## config.mk

```make
export PLATFORM = sky130hd
export DESIGN_NAME = mc_bus_arb_flat
export DESIGN_NICKNAME = d
export VERILOG_FILES = /design/src/rtl/mc_bus_arb_if.sv /design/src/rtl/mc_bus_arb.sv /design/src/flat_wrapper.sv
export SDC_FILE = /design/constraint.sdc
export NUM_CORES = 1
export LEC_CHECK = 0
export BUFFER_PORTS_ARGS = -buffer_cell sky130_fd_sc_hd__buf_2
export CAP_MARGIN = 20
export CORE_MARGIN = 4
export CORE_UTILIZATION = 55
export DETAILED_ROUTE_END_ITERATION = 6
export PLACE_DENSITY = 0.74
export SYNTH_ARGS = -nofsm -noshare
export SYNTH_HDL_FRONTEND = slang
export SYNTH_SLANG_ARGS = --single-unit
```

## constraint.sdc

```tcl
create_clock -name mc_clk_i -period 5.05 [get_ports mc_clk_i]
set_input_delay 0.2525 -clock mc_clk_i [delete_from_list [all_inputs] [get_ports mc_clk_i]]
set_output_delay 0.2525 -clock mc_clk_i [all_outputs]
set_load 0.005 [all_outputs]
```

## src/rtl/mc_bus_arb_if.sv

```systemverilog
// Bus request/grant bundle between the memory-controller arbiter and the external requesters.
interface mc_bus_arb_if #(
  parameter int unsigned N_REQ = 4
);
  localparam int unsigned IDW = (N_REQ > 1) ? $clog2(N_REQ) : 1;

  logic [N_REQ-1:0] mc_br_pad_i;
  logic             mc_busy_i;
  logic [N_REQ-1:0] mc_bg_pad_o;
  logic             mc_pad_oe_o;
  logic             mc_own_o;
  logic [IDW-1:0]   mc_grant_id_o;
  logic             mc_preempt_o;

  modport master (
    input  mc_br_pad_i, mc_busy_i,
    output mc_bg_pad_o, mc_pad_oe_o, mc_own_o, mc_grant_id_o, mc_preempt_o
  );

  modport slave (
    output mc_br_pad_i, mc_busy_i,
    input  mc_bg_pad_o, mc_pad_oe_o, mc_own_o, mc_grant_id_o, mc_preempt_o
  );
endinterface

```

## src/rtl/mc_bus_arb.sv

```systemverilog
// External bus arbiter: the controller owns the bus by default and hands it to one
// requester at a time through turnaround gaps, with round-robin fairness and optional hold limit.
module mc_bus_arb #(
  parameter int unsigned N_REQ    = 4,
  parameter int unsigned IDLE_GAP = 1,
  parameter int unsigned HOLD_MAX = 16
) (
  input  logic         mc_clk_i,
  input  logic         mc_rst_n_i,
  mc_bus_arb_if.master bus
);
  localparam int unsigned IDW = (N_REQ > 1) ? $clog2(N_REQ) : 1;
  localparam int unsigned GW  = $clog2(IDLE_GAP + 1);
  localparam int unsigned HW  = (HOLD_MAX > 0) ? $clog2(HOLD_MAX + 1) : 1;

  typedef enum logic [1:0] {OWN, TURN_OUT, GRANT, TURN_IN} state_t;

  state_t           state;
  logic             run;
  logic [N_REQ-1:0] bg_q;
  logic             pad_oe_q;
  logic             own_q;
  logic             preempt_q;
  logic [IDW-1:0]   grant_id_q;
  logic [IDW-1:0]   rr_ptr;
  logic [IDW-1:0]   winner;
  logic [GW-1:0]    gap_cnt;
  logic [HW-1:0]    hold_cnt;

  logic [IDW-1:0]   winner_c;
  logic             br_win_c;
  logic             hold_done_c;

  // Round-robin search starting one past the last granted requester.
  function automatic logic [IDW-1:0] rr_next(input logic [N_REQ-1:0] req,
                                             input logic [IDW-1:0]   ptr);
    logic [IDW-1:0] pick;
    logic [IDW-1:0] idx;
    logic           found;
    pick  = '0;
    found = 1'b0;
    for (int unsigned i = 1; i <= N_REQ; i++) begin
      idx = IDW'((32'(ptr) + i) % N_REQ);
      if (!found && req[idx]) begin
        pick  = idx;
        found = 1'b1;
      end
    end
    return pick;
  endfunction

  assign winner_c    = rr_next(bus.mc_br_pad_i, rr_ptr);
  assign br_win_c    = bus.mc_br_pad_i[winner];
  assign hold_done_c = (HOLD_MAX != 0) && (hold_cnt == HW'(HOLD_MAX));

  // run rises one edge after reset release, so arbitration starts on the second edge.
  always_ff @(posedge mc_clk_i or negedge mc_rst_n_i) begin
    if (!mc_rst_n_i) begin
      state      <= OWN;
      run        <= 1'b0;
      bg_q       <= '0;
      pad_oe_q   <= 1'b1;
      own_q      <= 1'b1;
      preempt_q  <= 1'b0;
      grant_id_q <= '0;
      rr_ptr     <= IDW'(N_REQ - 1);
      winner     <= '0;
      gap_cnt    <= '0;
      hold_cnt   <= '0;
    end else begin
      run       <= 1'b1;
      preempt_q <= 1'b0;
      case (state)
        OWN: begin
          if (run && (|bus.mc_br_pad_i) && !bus.mc_busy_i) begin
            state    <= TURN_OUT;
            winner   <= winner_c;
            pad_oe_q <= 1'b0;
            own_q    <= 1'b0;
            gap_cnt  <= GW'(IDLE_GAP);
          end
        end
        TURN_OUT: begin
          // A withdrawn request aborts the handover without touching rr_ptr.
          if (!br_win_c) begin
            state   <= TURN_IN;
            gap_cnt <= GW'(IDLE_GAP);
          end else if (gap_cnt == GW'(1)) begin
            state      <= GRANT;
            bg_q       <= N_REQ'(1) << winner;
            rr_ptr     <= winner;
            grant_id_q <= winner;
            hold_cnt   <= HW'(1);
          end else begin
            gap_cnt <= gap_cnt - GW'(1);
          end
        end
        GRANT: begin
          // A voluntary release on the limit edge takes precedence over preemption.
          if (!br_win_c || hold_done_c) begin
            state     <= TURN_IN;
            bg_q      <= '0;
            gap_cnt   <= GW'(IDLE_GAP);
            preempt_q <= br_win_c;
          end else begin
            hold_cnt <= hold_cnt + HW'(1);
          end
        end
        TURN_IN: begin
          if (gap_cnt == GW'(1)) begin
            state    <= OWN;
            pad_oe_q <= 1'b1;
            own_q    <= 1'b1;
          end else begin
            gap_cnt <= gap_cnt - GW'(1);
          end
        end
        default: state <= OWN;
      endcase
    end
  end

  assign bus.mc_bg_pad_o   = bg_q;
  assign bus.mc_pad_oe_o   = pad_oe_q;
  assign bus.mc_own_o      = own_q;
  assign bus.mc_grant_id_o = grant_id_q;
  assign bus.mc_preempt_o  = preempt_q;
endmodule
```

## src/flat_wrapper.sv

```systemverilog
// flat-port wrapper written by rule: the top's interface ports become plain ports
module mc_bus_arb_flat 
#(
  parameter int unsigned N_REQ    = 4,
  parameter int unsigned IDLE_GAP = 1,
  parameter int unsigned HOLD_MAX = 16
)
  (mc_clk_i, mc_rst_n_i, bus_mc_br_pad_i, bus_mc_busy_i, bus_mc_bg_pad_o, bus_mc_pad_oe_o, bus_mc_own_o, bus_mc_grant_id_o, bus_mc_preempt_o);
  mc_bus_arb_if #(.N_REQ(N_REQ)) bus_i ();
  input  logic mc_clk_i;
  input  logic mc_rst_n_i;
  input wire logic [$bits(bus_i.mc_br_pad_i)-1:0] bus_mc_br_pad_i;
  input wire logic [$bits(bus_i.mc_busy_i)-1:0] bus_mc_busy_i;
  output wire logic [$bits(bus_i.mc_bg_pad_o)-1:0] bus_mc_bg_pad_o;
  output wire logic [$bits(bus_i.mc_pad_oe_o)-1:0] bus_mc_pad_oe_o;
  output wire logic [$bits(bus_i.mc_own_o)-1:0] bus_mc_own_o;
  output wire logic [$bits(bus_i.mc_grant_id_o)-1:0] bus_mc_grant_id_o;
  output wire logic [$bits(bus_i.mc_preempt_o)-1:0] bus_mc_preempt_o;
  assign bus_i.mc_br_pad_i = bus_mc_br_pad_i;
  assign bus_i.mc_busy_i = bus_mc_busy_i;
  assign bus_mc_bg_pad_o = bus_i.mc_bg_pad_o;
  assign bus_mc_pad_oe_o = bus_i.mc_pad_oe_o;
  assign bus_mc_own_o = bus_i.mc_own_o;
  assign bus_mc_grant_id_o = bus_i.mc_grant_id_o;
  assign bus_mc_preempt_o = bus_i.mc_preempt_o;
  mc_bus_arb #(.N_REQ(N_REQ), .IDLE_GAP(IDLE_GAP), .HOLD_MAX(HOLD_MAX)) u_core (.mc_clk_i(mc_clk_i), .mc_rst_n_i(mc_rst_n_i), .bus(bus_i));
endmodule
```

== Word-level counts from Yosys, hierarchy flattened ==
Cells that the tools add are included.

* Logic and storage cells: 96
* Output and inout bits: 9
* Flip-flop bits (word level): 21
* Input bits: 7

* Reduce and logical (&&, ||, !) cells: 22
* Shifts and indexed selects: 1
* $lt $le $gt $ge: 5
* Eq/ne operators: 11
* Mux-type cells: 41
* Add/sub/neg operators: 6

{| class="wikitable"
|+ Operators by type and width
! kind !! number
|-
| $mux 2 || 9
|-
| $mux 1 || 16
|-
| $lt 2x3->1 const B || 5
|-
| $mux 5 || 3
|-
| $mux 4 || 3
|-
| $reduce_and 4->1 || 3
|-
| $bmux 1 s2 || 5
|-
| $ne 2x1->1 const B || 5
|-
| $pmux 5 s2 || 1
|-
| $pmux 2 s4 || 1
|-
| $pmux 4 s2 || 1
|-
| $reduce_and 3->1 || 2
|-
| $add 5x1->5 const B || 1
|-
| $eq 5x5->1 const B || 1
|-
| $logic_and 1x1->1 || 5
|-
| $logic_not 1->1 || 5
|-
| $add 2x1->2 const B || 2
|-
| $add 2x2->2 const B || 2
|-
| $eq 2x2->1 const B || 2
|-
| $pmux 1 s4 || 1
|-
| $reduce_and 2->1 || 2
|-
| $reduce_bool 2->1 || 2
|-
| $reduce_or 4->1 || 1
|-
| $shl 1x2->4 const A || 1
|-
| 7 further kinds || 7
|}

== Logic depth before layout (Yosys ltp) ==
Gate-level depths: netlist (run 1).

* Depth in word-level cells: 13
* Gate-level depth with buffers: 7
* Depth with buffers taken out: 6

== Least setup slack after synthesis (run 1) ==
OpenSTA, ideal clock, no wires.

* Kind: reg-to-reg
* Start: register u_core.winner[0]
* End: register u_core.grant_id_q[1], in the netlist u_core.bus.mc_grant_id_o[1]
* Setup time: 125 ps
* Data arrival time: 1604 ps
* Clock period less this slack: 1728 ps
* Cell stages (with the launch flop): 5
* Data required time: 4925 ps
* Setup slack: 3322 ps
* Path through: dfrtp_1 mux4_2 buf_6 nand3_1 mux2_2

* Longest elaborated chain between the ends: 3

{| class="wikitable"
|+ Ends and longest elaborated chain
! item !! line !! RTL
|-
| start: declaration || mc_bus_arb.sv:26 || <nowiki>logic [IDW-1:0] winner;</nowiki>
|-
| start signal: assignment || mc_bus_arb.sv:77 || <nowiki>winner <= winner_c;</nowiki>
|-
| $bmux 1 s2 || mc_bus_arb.sv:53 || <nowiki>assign br_win_c = bus.mc_br_pad_i[winner];</nowiki>
|-
| $mux 1 (implied by the code) || mc_bus_arb.sv:53 ||
|-
| $reduce_and 3->1 (no source line) || n/a ||
|-
| end signal: assignment || mc_bus_arb.sv:92 || <nowiki>grant_id_q <= winner;</nowiki>
|-
| end: declaration || mc_bus_arb.sv:24 || <nowiki>logic [IDW-1:0] grant_id_q;</nowiki>
|}

Every way passes these cells. The select of a mux whose other input is x is not followed.
A chain may end at the register's enable or synchronous reset.

== Final worst setup path (run 1) ==
* Start: register u_core.state[0]
* End: register u_core.hold_cnt[3]

* Longest elaborated chain between the ends: 3
* Elaborated cells on any way between the ends: 8
* Those cells by class: eq/ne (5); mux (1); reduce/logical (2)

{| class="wikitable"
|+ Ends and longest elaborated chain
! item !! line !! RTL
|-
| start: declaration || mc_bus_arb.sv:18 || <nowiki>state_t state;</nowiki>
|-
| start signal: assignment || mc_bus_arb.sv:59 || <nowiki>state <= OWN;</nowiki>
|-
| start signal: assignment || mc_bus_arb.sv:76 || <nowiki>state <= TURN_OUT;</nowiki>
|-
| start signal: assignment || mc_bus_arb.sv:86 || <nowiki>state <= TURN_IN;</nowiki>
|-
| $eq 2x2->1 / $eq 2x1->1 (equally long branches) || mc_bus_arb.sv:73 || <nowiki>case (state)</nowiki>
|-
| $ne 2x2->1 (no source line), or another cell as far along || n/a ||
|-
| $reduce_and 4->1 (no source line) || n/a ||
|-
| end signal: assignment || mc_bus_arb.sv:106 || <nowiki>hold_cnt <= hold_cnt + HW'(1);</nowiki>
|-
| end: declaration || mc_bus_arb.sv:28 || <nowiki>logic [HW-1:0] hold_cnt;</nowiki>
|}

Several ways; a longest one is shown, not always the timed one.

==> results of run 1 <==
layout make-up:
type                            count  area [um2]  area share [%]
Clock buffer                        4        26.3            1.94
Multi-Input combinational cell     85         637            47.1
Timing Repair Buffer               16        85.1            6.29
Sequential cell                    21         529            39.1
Tap cell                           27        33.8            2.50
Inverter                           11        41.3            3.05
per-layer routing:
metal  vias up  track usage, %  routed length (um)
met1       444            22.8                1160
met2         9            25.3                1030
li1        475               -                   -
met4         0            5.90                  13
met5         -               0                   0
met3         2            3.26                  68
cells in the mapped netlist, types with 2 or more instances:
| master | count |
|---|---|
| a21oi_1 | 6 |
| a22o_1 | 2 |
| a22o_2 | 2 |
| a31oi_1 | 2 |
| a32o_1 | 2 |
| a41oi_1 | 2 |
| buf_6 | 2 |
| dfrtp_1 | 18 |
| dfstp_2 | 3 |
| ha_1 | 6 |
| inv_1 | 11 |
| mux2_2 | 4 |
| mux2i_1 | 2 |
| nand2_1 | 10 |
| nand2b_1 | 3 |
| nand3_1 | 7 |
| nand4_1 | 2 |
| nor3_1 | 2 |
| o21ai_0 | 8 |
| or2_2 | 2 |
| or4_1 | 2 |
path summary, 6_finish.rpt:
path                            slack [ns]                   endpoint                      start
worst max-delay path                  3.14         u_core.hold_cnt[3]            u_core.state[0]
worst min-delay path                  0.34           u_core.winner[1]         bus_mc_br_pad_i[2]
worst max register to register        3.14         u_core.hold_cnt[3]            u_core.state[0]
worst min register to register        0.52  u_core.bus.mc_bg_pad_o[3]  u_core.bus.mc_bg_pad_o[3]
max in group asynchronous             4.27     u_core.bus.mc_pad_oe_o                 mc_rst_n_i
min in group asynchronous             0.43  u_core.bus.mc_bg_pad_o[3]                 mc_rst_n_i
worst max-delay path, delay by kind of cell (launching register included):
family | cells | cell delay, ns
compound gates | 2 | 0.24
fa+ha+maj | 1 | 0.36
flops | 1 | 0.42
simple gates | 2 | 0.71
buf+inv | 1 | 0.11
per-stage QoR:
step	hold slack (ns)	power, mW
floorplan	-0.0431	0.607
global placement	0.226	0.673
detailed placement	0.233	0.689
CTS	0.327	0.769
global route	0.344	0.845
finish	0.337	0.762
power groups by stage:
stage                     registers, mW  logic [mW]  clock network [mW]
after floorplan                   0.294       0.313                   0
after global placement            0.310       0.363                   0
after detailed placement          0.313       0.375                   0
after CTS                         0.310       0.377              0.0816
after global routing              0.325       0.429              0.0921
final                             0.311       0.374              0.0769
cells by family (layout without fill, tap and decap cells):
group,count (synthesis),count (layout),share of synthesized area (%)
fa+ha+maj,6,6,6.04
flops,21,21,42.6
compound gates,30,30,18.1
other cells,1,1,0.302
simple gates,41,41,19.7
buf+inv,15,31,6.14
mux,7,7,7.05
flip-flops by register name, summed over array words and instances (netlist names):
| signal | flops |
|---|---|
| u_core.rr_ptr | 2 |
| u_core.bus.mc_grant_id_o | 2 |
| u_core.bus.mc_preempt_o | 1 |
| u_core.gap_cnt | 1 |
| u_core.winner | 2 |
| u_core.state | 2 |
| u_core.bus.mc_pad_oe_o | 1 |
| u_core.run | 1 |
| u_core.hold_cnt | 5 |
| u_core.bus.mc_bg_pad_o | 4 |
==> impl_metrics.py, run 1 <==
metrics = {
    "status": {
        "status": "completed",
    },
    "final_layout": {
        "design_area_mm2": 0.00135,
        "fin_util_pct": 65.6,
        "mostFrequentLayoutCells": "dfrtp_1 (18), buf_2 (15), inv_1 (11)",
        "num-fill-cells": 172,
        "drive_above_1_share_pct": 26.3,
        "area_growth_pct": 8.86,
        "diodes": 0,
        "fin_nets": 151,
        "stdcell_count": 164,
        "final_common_cell": "dfrtp_1",
    },
    "placement": {
        "dp_hpwl_um": 1710,
        "placed_cell_area_mm2": 0.00132,
        "dp.cells": 159,
        "place_ws_ns": 3.16,
        "gp_congestion": 0.824,
        "port-buffer-count": 15,
    },
    "power_and_ir_drop": {
        "clkPwrFrac_pct": 10.1,
        "switching_power_uw": 310,
        "irDropWorstVdd_mv": 0.326,
        "seq_power_share_pct": 40.9,
        "p_sw_share_pct": 40.7,
        "intPower_uw": 452,
        "combPwrFrac_pct": 49.0,
        "p_per_area_mw_per_mm2": 564,
        "leakagePower_nw": 0.633,
    },
    "die": {
        "fp.coreArea_mm2": 0.00206,
        "die_w_um": 55.5,
        "die_h_um": 55.5,
        "die-area_mm2": 0.00308,
        "rows": 16,
        "num_io_pins": 16,
        "start_util_pct": 60.3,
    },
    "synthesis": {
        "synth_area_mm2": 0.00124,
        "ys.flop_type": "dfrtp_1",
        "avgSynthCellArea_um2": 10.3,
        "post-synth-top-area-fraction_pct": 36.3,
        "synth.distinct_cells": 44,
        "syn_inst": 121,
        "synth_top_cell_by_area": "dfrtp_1",
        "synthArstFlopShare_pct": 100,
        "ys_seq_area_share_pct": 42.6,
        "synth_edf_count": 0,
        "yosysWarnings": 0,
        "yosys-top-cells-area": "dfrtp_1 (36%), dfstp_2 (6.3%), ha_1 (6.0%)",
        "ys_ff_latch": 21,
        "synth_fp_nets": 134,
    },
    "worst_hold_path": {
        "hp-class": "primary input to register",
        "worstHoldPathCells": 3,
    },
    "timing": {
        "finalClockSkew_ns": 0.00366,
        "tns_ns": 0,
        "setup_viol": 0,
        "slew_violations": 0,
        "hold_viol": 0,
        "setup_slack_ns": 3.14,
        "fmax_ghz": 0.525,
        "worstMarginPinSlew_ns": 0.500,
        "grt_setup_unrepaired": "no",
        "max_slew_margin_pct": 66.3,
        "finalCriticalPeriod_ns": 1.91,
        "min_period_over_period_pct": 37.7,
    },
    "worst_setup_path": {
        "startpoint_type": "register",
        "cp.arrival_ns": 2.12,
        "crit_chain": "inv_1 > ha_1 > or2_2 > o2111ai_4 > or4_1 > o21ai_0",
        "end_kind": "register",
        "cp_slowest_cell": "or4_1",
        "r2r_cells": 6,
        "crit_type": "register to register",
        "path_max_fanout": 11,
        "worstPathRequired_ns": 5.27,
        "critPathMaxStageDelay_ns": 0.50,
    },
    "drt": {
        "avgRoutedWirePerCell_um": 13.8,
        "vias": 930,
        "drtIter0Drc": 22,
        "viasPerCell": 5.67,
        "drc": 0,
        "firstDrtPassIters": 4,
        "routed_wl_um": 2270,
        "ant_nets": 0,
    },
    "cts": {
        "cts_buffers": 3,
        "clk_latency_ns": 0.29,
        "cts_max_level": 1,
        "cts.sinks": 21,
        "cts_tree": "yes",
        "cts_root_buf": "clkbuf_4",
        "post_cts_resized": 0,
        "cts_buffer_depth": 2,
        "hold_buffers": 1,
        "post_cts_buffers": 0,
        "clk_transition_reported_paths_ns": 0.11,
    },
    "global_routing": {
        "grt_usage_pct": 16.4,
        "grt_pass1_vias": 954,
        "overflow": 0,
        "grt_first_pass_wirelength_um": 4120,
        "antenna_found_initial": 0,
        "grt_max_degree": 22,
    },
    "run": {
        "cap_violations": 0,
    },
}
(Power assumes the default switching activity.)
==> run 2: changes to the inputs <==
==> constraint.sdc (replaced) <==
create_clock -name mc_clk_i -period 1.9 [get_ports mc_clk_i]
set_input_delay 0.095 -clock mc_clk_i [delete_from_list [all_inputs] [get_ports mc_clk_i]]
set_output_delay 0.095 -clock mc_clk_i [all_outputs]
set_load 0.005 [all_outputs]
==> run 2 against run 1 <==
Compared with the run above: flip-flop and latch count unchanged; largest cell class unchanged; combinational power rose to 2.9 times the previous value; sequential share of layout area down 1.2 points; worst setup slack worse by 3.0 ns; global-route usage up 0.25 points; worst hold slack worse by 0.19 ns; via count up 4.6%; clock-buffer cell count down 1; clock skew up 0.0034 ns; clock power rose to 2.8 times the previous value.
==> impl_metrics.py, run 2 (same netlist as run 1, synthesis figures left out) <==
metrics = {
    "status": {
        "status": "completed",
    },
    "placement": {
        "place_ws_ns": 0.0941,
        "gp_congestion": 0.772,
        "dp_hpwl_um": 1760,
        "port-buffer-count": 15,
    },
    "cts": {
        "cts_max_level": 1,
        "cts.sinks": 21,
        "cts_buffer_depth": 2,
        "cts_root_buf": "clkbuf_4",
        "clk_transition_reported_paths_ns": 0.11,
        "cts_buffers": 3,
        "clk_latency_ns": 0.30,
        "cts_tree": "yes",
        "post_cts_buffers": 0,
    },
    "worst_hold_path": {
        "worst_hold_path.endpoint": "u_core.winner[1]",
        "worstHoldStart": "bus_mc_br_pad_i[2]",
        "worstHoldPathCells": 3,
        "hp-class": "primary input to register",
    },
    "worst_setup_path": {
        "r2r-end": "u_core.bus.mc_bg_pad_o[3]",
        "path_max_fanout": 10,
        "r2r_slack_ns": 0.11,
        "r2r_cells": 4,
        "r2r-start": "u_core.winner[0]",
        "cp.arrival_ns": 1.98,
        "end_kind": "register",
        "crit_buf_inv": 0,
        "worstPathRequired_ns": 2.10,
        "cp_slowest_cell": "mux4_2",
        "critPathMaxStageDelay_ns": 0.65,
        "crit_chain": "mux4_2 > a211oi_1 > a41oi_1 > a32o_1",
        "cp_top_family": "multiplexers",
        "crit_type": "register to register",
        "startpoint_type": "register",
    },
    "final_layout": {
        "final_common_cell": "dfrtp_1",
        "top_register": "u_core.hold_cnt",
        "ff_latch_area_um2": 529,
        "num-fill-cells": 164,
        "multiInputGateArea_um2": 649,
        "diodes": 0,
        "area_growth_pct": 12.4,
        "mostFrequentLayoutCells": "dfrtp_1 (18), buf_2 (15), inv_1 (10), nand2_1 (10), o21ai_0 (8)",
        "fin_nets": 155,
        "drive_above_1_share_pct": 31.9,
        "largest_register_ffs": 5,
    },
    "timing": {
        "setup_slack_ns": 0.114,
        "tns_ns": 0,
        "worstMarginPinSlew_ns": 0.511,
        "setup_viol": 0,
        "hold_viol": 0,
        "finalClockSkew_ns": 0.00707,
        "min_period_over_period_pct": 94.0,
        "fmax_ghz": 0.560,
        "max_slew_margin_pct": 65.6,
        "finalCriticalPeriod_ns": 1.79,
        "slew_violations": 0,
        "grt_setup_unrepaired": "no",
    },
    "global_routing": {
        "grt_pass1_vias": 938,
        "grt_max_degree": 22,
        "grt_usage_pct": 16.7,
        "grt_first_pass_wirelength_um": 4200,
        "antenna_found_initial": 0,
        "overflow": 0,
    },
    "die": {
        "num_io_pins": 16,
        "fp.coreArea_mm2": 0.00206,
        "start_util_pct": 60.3,
        "die-area_mm2": 0.00308,
        "die_h_um": 55.5,
        "die_w_um": 55.5,
        "rows": 16,
    },
    "drt": {
        "vias": 973,
        "drtIter0Drc": 16,
        "routed_wl_um": 2350,
        "avgRoutedWirePerCell_um": 14.0,
        "firstDrtPassIters": 4,
        "drc": 0,
        "viasPerCell": 5.79,
        "ant_nets": 0,
    },
    "run": {
        "cap_violations": 0,
    },
    "power_and_ir_drop": {
        "leakagePower_nw": 0.655,
        "p_per_area_mw_per_mm2": 1520,
        "power_mw": 2.12,
        "irDropWorstVdd_mv": 0.949,
    },
}
-- run 2: final cells by class --
| type | count | area share, % |
|---|---|---|
| inverter | 11 | 2.96 |
| multi-input combinational | 85 | 46.5 |
| clock inverter | 1 | 0.358 |
| clock buffer | 3 | 1.61 |
| sequential | 21 | 37.9 |
| timing repair buffer | 20 | 8.24 |
| tap | 27 | 2.42 |
-- run 2: timing repair --
action	CTS	global route
endpoints found under the setup margin	0	8
gates resized for setup	0	4
endpoints found under the hold margin	18	0
hold buffers	1	0
-- run 2: stage by stage --
| stage | hold WS (ns) | utilization [%] | instances | instance area [um2] |
|---|---|---|---|---|
| global placement | 0.0648 | 65.3 | 163 | 1350 |
| detailed placement | 0.0654 | 65.3 | 163 | 1350 |
| global route | 0.181 | 67.7 | 168 | 1400 |
| finish | 0.146 | 67.7 | 168 | 1400 |
| floorplan | -0.201 | - | 121 | 1240 |
| CTS | 0.138 | 67.1 | 168 | 1380 |
-- run 2: worst max path at each step --
| stage | cells past startpoint | from | endpoint |
|---|---|---|---|
| floorplan | 4 | u_core.winner[0] | u_core.bus.mc_grant_id_o[1] |
| global placement | 3 | u_core.winner[0] | u_core.bus.mc_grant_id_o[1] |
| detailed placement | 6 | u_core.hold_cnt[0] | u_core.bus.mc_bg_pad_o[3] |
| CTS | 6 | u_core.state[1] | u_core.state[1] |
| global route | 6 | u_core.state[0] | u_core.hold_cnt[3] |
| finish | 4 | u_core.winner[0] | u_core.bus.mc_bg_pad_o[3] |
-- run 2: power breakdown --
group	leakage (nW)	switching (mW)	internal [mW]	total, mW
Clock	0.0177	0.137	0.0784	0.216
Combinational	0.383	0.563	0.531	1.09
Sequential	0.254	0.164	0.646	0.810
Total	0.655	0.864	1.26	2.12
-- run 2: worst min-delay path, cell delays in order --
cell and delay, ns:
buf_2 0.12, o32ai_1 0.09, o21ai_0 0.10
-- run 2: layer usage --
layer | track usage, % | share of wire, %
met5 | 0 | 0
met3 | 3.73 | 3.4
met2 | 25.3 | 45
met1 | 23.0 | 51
met4 | 6.60 | 0.55
==> run 3: changes to the inputs <==
--- a/config.mk
+++ b/config.mk
@@ -10,7 +10,7 @@
 export CORE_MARGIN = 4
 export CORE_UTILIZATION = 55
 export DETAILED_ROUTE_END_ITERATION = 6
-export PLACE_DENSITY = 0.74
+export PLACE_DENSITY = 0.76
 export SYNTH_ARGS = -nofsm -noshare
 export SYNTH_HDL_FRONTEND = slang
 export SYNTH_SLANG_ARGS = --single-unit
==> run 3 against run 2 <==
Compared with the run above: combinational power about the same; critical path type unchanged; sequential power fell by 2%; register-to-register slack is essentially flat; die area unchanged; fmax fell by 0.38%; flip-flop and latch count unchanged; cell count increased by 0.60%.
==> impl_metrics.py, run 3 (same netlist as run 1, synthesis figures left out) <==
metrics = {
    "final_layout": {
        "top_register": "u_core.hold_cnt",
        "largest_register_ffs": 5,
        "mostFrequentLayoutCells": "dfrtp_1 (18), buf_2 (15), inv_1 (10), nand2_1 (10), o21ai_0 (8)",
        "drive_above_1_share_pct": 30.3,
        "fin_nets": 156,
        "area_growth_pct": 12.1,
        "multiInputGateArea_um2": 639,
        "diodes": 0,
        "ff_latch_area_um2": 529,
        "num-fill-cells": 181,
        "final_common_cell": "dfrtp_1",
    },
    "drt": {
        "firstDrtPassIters": 4,
        "ant_nets": 0,
        "vias": 980,
        "avgRoutedWirePerCell_um": 13.8,
        "routed_wl_um": 2340,
        "drc": 0,
        "viasPerCell": 5.80,
        "drtIter0Drc": 10,
    },
    "worst_hold_path": {
        "hp-class": "primary input to register",
        "worst_hold_path.endpoint": "u_core.winner[1]",
        "worstHoldStart": "bus_mc_br_pad_i[2]",
        "worstHoldPathCells": 3,
    },
    "cts": {
        "clk_latency_ns": 0.29,
        "cts_tree": "yes",
        "cts_buffer_depth": 2,
        "clk_transition_reported_paths_ns": 0.12,
        "cts_max_level": 1,
        "cts.sinks": 21,
        "cts_buffers": 3,
        "cts_root_buf": "clkbuf_4",
    },
    "global_routing": {
        "overflow": 0,
        "grt_pass1_vias": 980,
        "grt_first_pass_wirelength_um": 4180,
        "antenna_found_initial": 0,
        "grt_max_degree": 22,
        "grt_usage_pct": 16.5,
    },
    "placement": {
        "gp_congestion": 0.800,
        "dp_hpwl_um": 1760,
        "port-buffer-count": 15,
    },
    "timing": {
        "min_period_over_period_pct": 94.4,
        "grt_setup_unrepaired": "no",
        "slew_violations": 0,
        "finalCriticalPeriod_ns": 1.79,
        "fmax_ghz": 0.558,
        "tns_ns": 0,
        "setup_viol": 0,
        "hold_viol": 0,
        "finalClockSkew_ns": 0.00368,
    },
    "die": {
        "start_util_pct": 60.3,
        "die_w_um": 55.5,
        "rows": 16,
        "die-area_mm2": 0.00308,
        "fp.coreArea_mm2": 0.00206,
        "die_h_um": 55.5,
        "num_io_pins": 16,
    },
    "power_and_ir_drop": {
        "p_per_area_mw_per_mm2": 1510,
        "clkPwrFrac_pct": 10.0,
        "power_mw": 2.10,
        "irDropWorstVdd_mv": 0.919,
        "leakagePower_nw": 0.654,
        "combPwrFrac_pct": 52.0,
        "switching_power_uw": 841,
        "intPower_mw": 1.26,
        "seq_power_share_pct": 38.0,
        "p_sw_share_pct": 40.1,
    },
    "worst_setup_path": {
        "r2r-end": "u_core.hold_cnt[4]",
        "r2r_slack_ns": 0.11,
        "end_kind": "register",
        "r2r_cells": 5,
        "r2r-start": "u_core.state[0]",
        "path_max_fanout": 8,
        "cp_slowest_cell": "or4_1",
        "cp.arrival_ns": 2.03,
        "startpoint_type": "register",
        "crit_type": "register to register",
        "crit_chain": "ha_1 > or2b_2 > o2111ai_4 > or4_1 > nand3_1",
        "worstPathRequired_ns": 2.14,
        "critPathMaxStageDelay_ns": 0.50,
    },
    "status": {
        "status": "completed",
    },
    "run": {
        "cap_violations": 0,
    },
}
[run 3: changes by cell type in the layout (fill, tap and decap cells not counted)]
cell and delta:
clkinv_2 -1, nand4bb_2 -1, nand3_1 +1, clkbuf_1 +1, nand3_2 -1, buf_4 +1
nand4bb_1 +1
[run 3: worst max path at each step]
| stage | to | start | cells past startpoint |
|---|---|---|---|
| floorplan | u_core.bus.mc_grant_id_o[1] | u_core.winner[0] | 4 |
| global placement | u_core.bus.mc_grant_id_o[1] | u_core.winner[0] | 3 |
| detailed placement | u_core.hold_cnt[4] | u_core.state[1] | 6 |
| finish | u_core.hold_cnt[4] | u_core.state[0] | 5 |
| CTS | u_core.hold_cnt[4] | u_core.state[1] | 6 |
| global route | u_core.hold_cnt[4] | u_core.hold_cnt[0] | 7 |
[run 3: power by group through the flow]
stage          clock network (mW)  registers, mW  logic, mW
3_3_place_gp                    0          0.799       1.04
5_1_grt                     0.245          0.824       1.24
3_5_place_dp                    0          0.810       1.06
6_report                    0.210          0.797       1.09
2_1_floorplan                   0          0.782      0.831
4_1_cts                     0.217          0.801       1.07
[run 3: final cells by class]
class | count | share of cell area [%]
repair buffers | 21 | 8.81
inverters | 11 | 2.96
well taps | 27 | 2.43
multi-input cells | 85 | 45.9
clock buffers | 4 | 1.89
flip-flops and latches | 21 | 38.0
[run 3: critical path, delay by kind of cell, from the launching register on]
kind / cells / cell delay, ns
simple gates: 3 / 0.84
flops: 1 / 0.44
fa+ha+maj: 1 / 0.29
compound gates: 1 / 0.16
[run 3: through the flow]
step / hold slack [ns] / setup slack, ns / util (%) / instances / area, um2
floorplan: -0.201 / 0.172 / - / 121 / 1240
global placement: 0.0660 / 0.147 / 65.3 / 163 / 1350
detailed placement: 0.0805 / 0.117 / 65.3 / 163 / 1350
CTS: 0.172 / 0.0875 / 67.1 / 168 / 1380
global route: 0.170 / 0.0110 / 67.5 / 169 / 1390
finish: 0.181 / 0.107 / 67.5 / 169 / 1390
[run 3: routing by layer]
metal / share of wire (%) / up-vias / wire length, um / GRT usage, %
met5: 0 / - / 0 / 0
met4: 1.3 / 0 / 31 / 5.56
met3: 4.1 / 4 / 97 / 4.20
met2: 47 / 19 / 1090 / 26.7
met1: 48 / 468 / 1120 / 21.2
li1: - / 489 / - / -
[run 3: timing repair]
item,4_1_cts,5_1_grt
buffers inserted,0,1
gates resized for setup,0,2
hold endpoints to repair,18,0
hold buffers,1,0
setup endpoints to repair,0,2
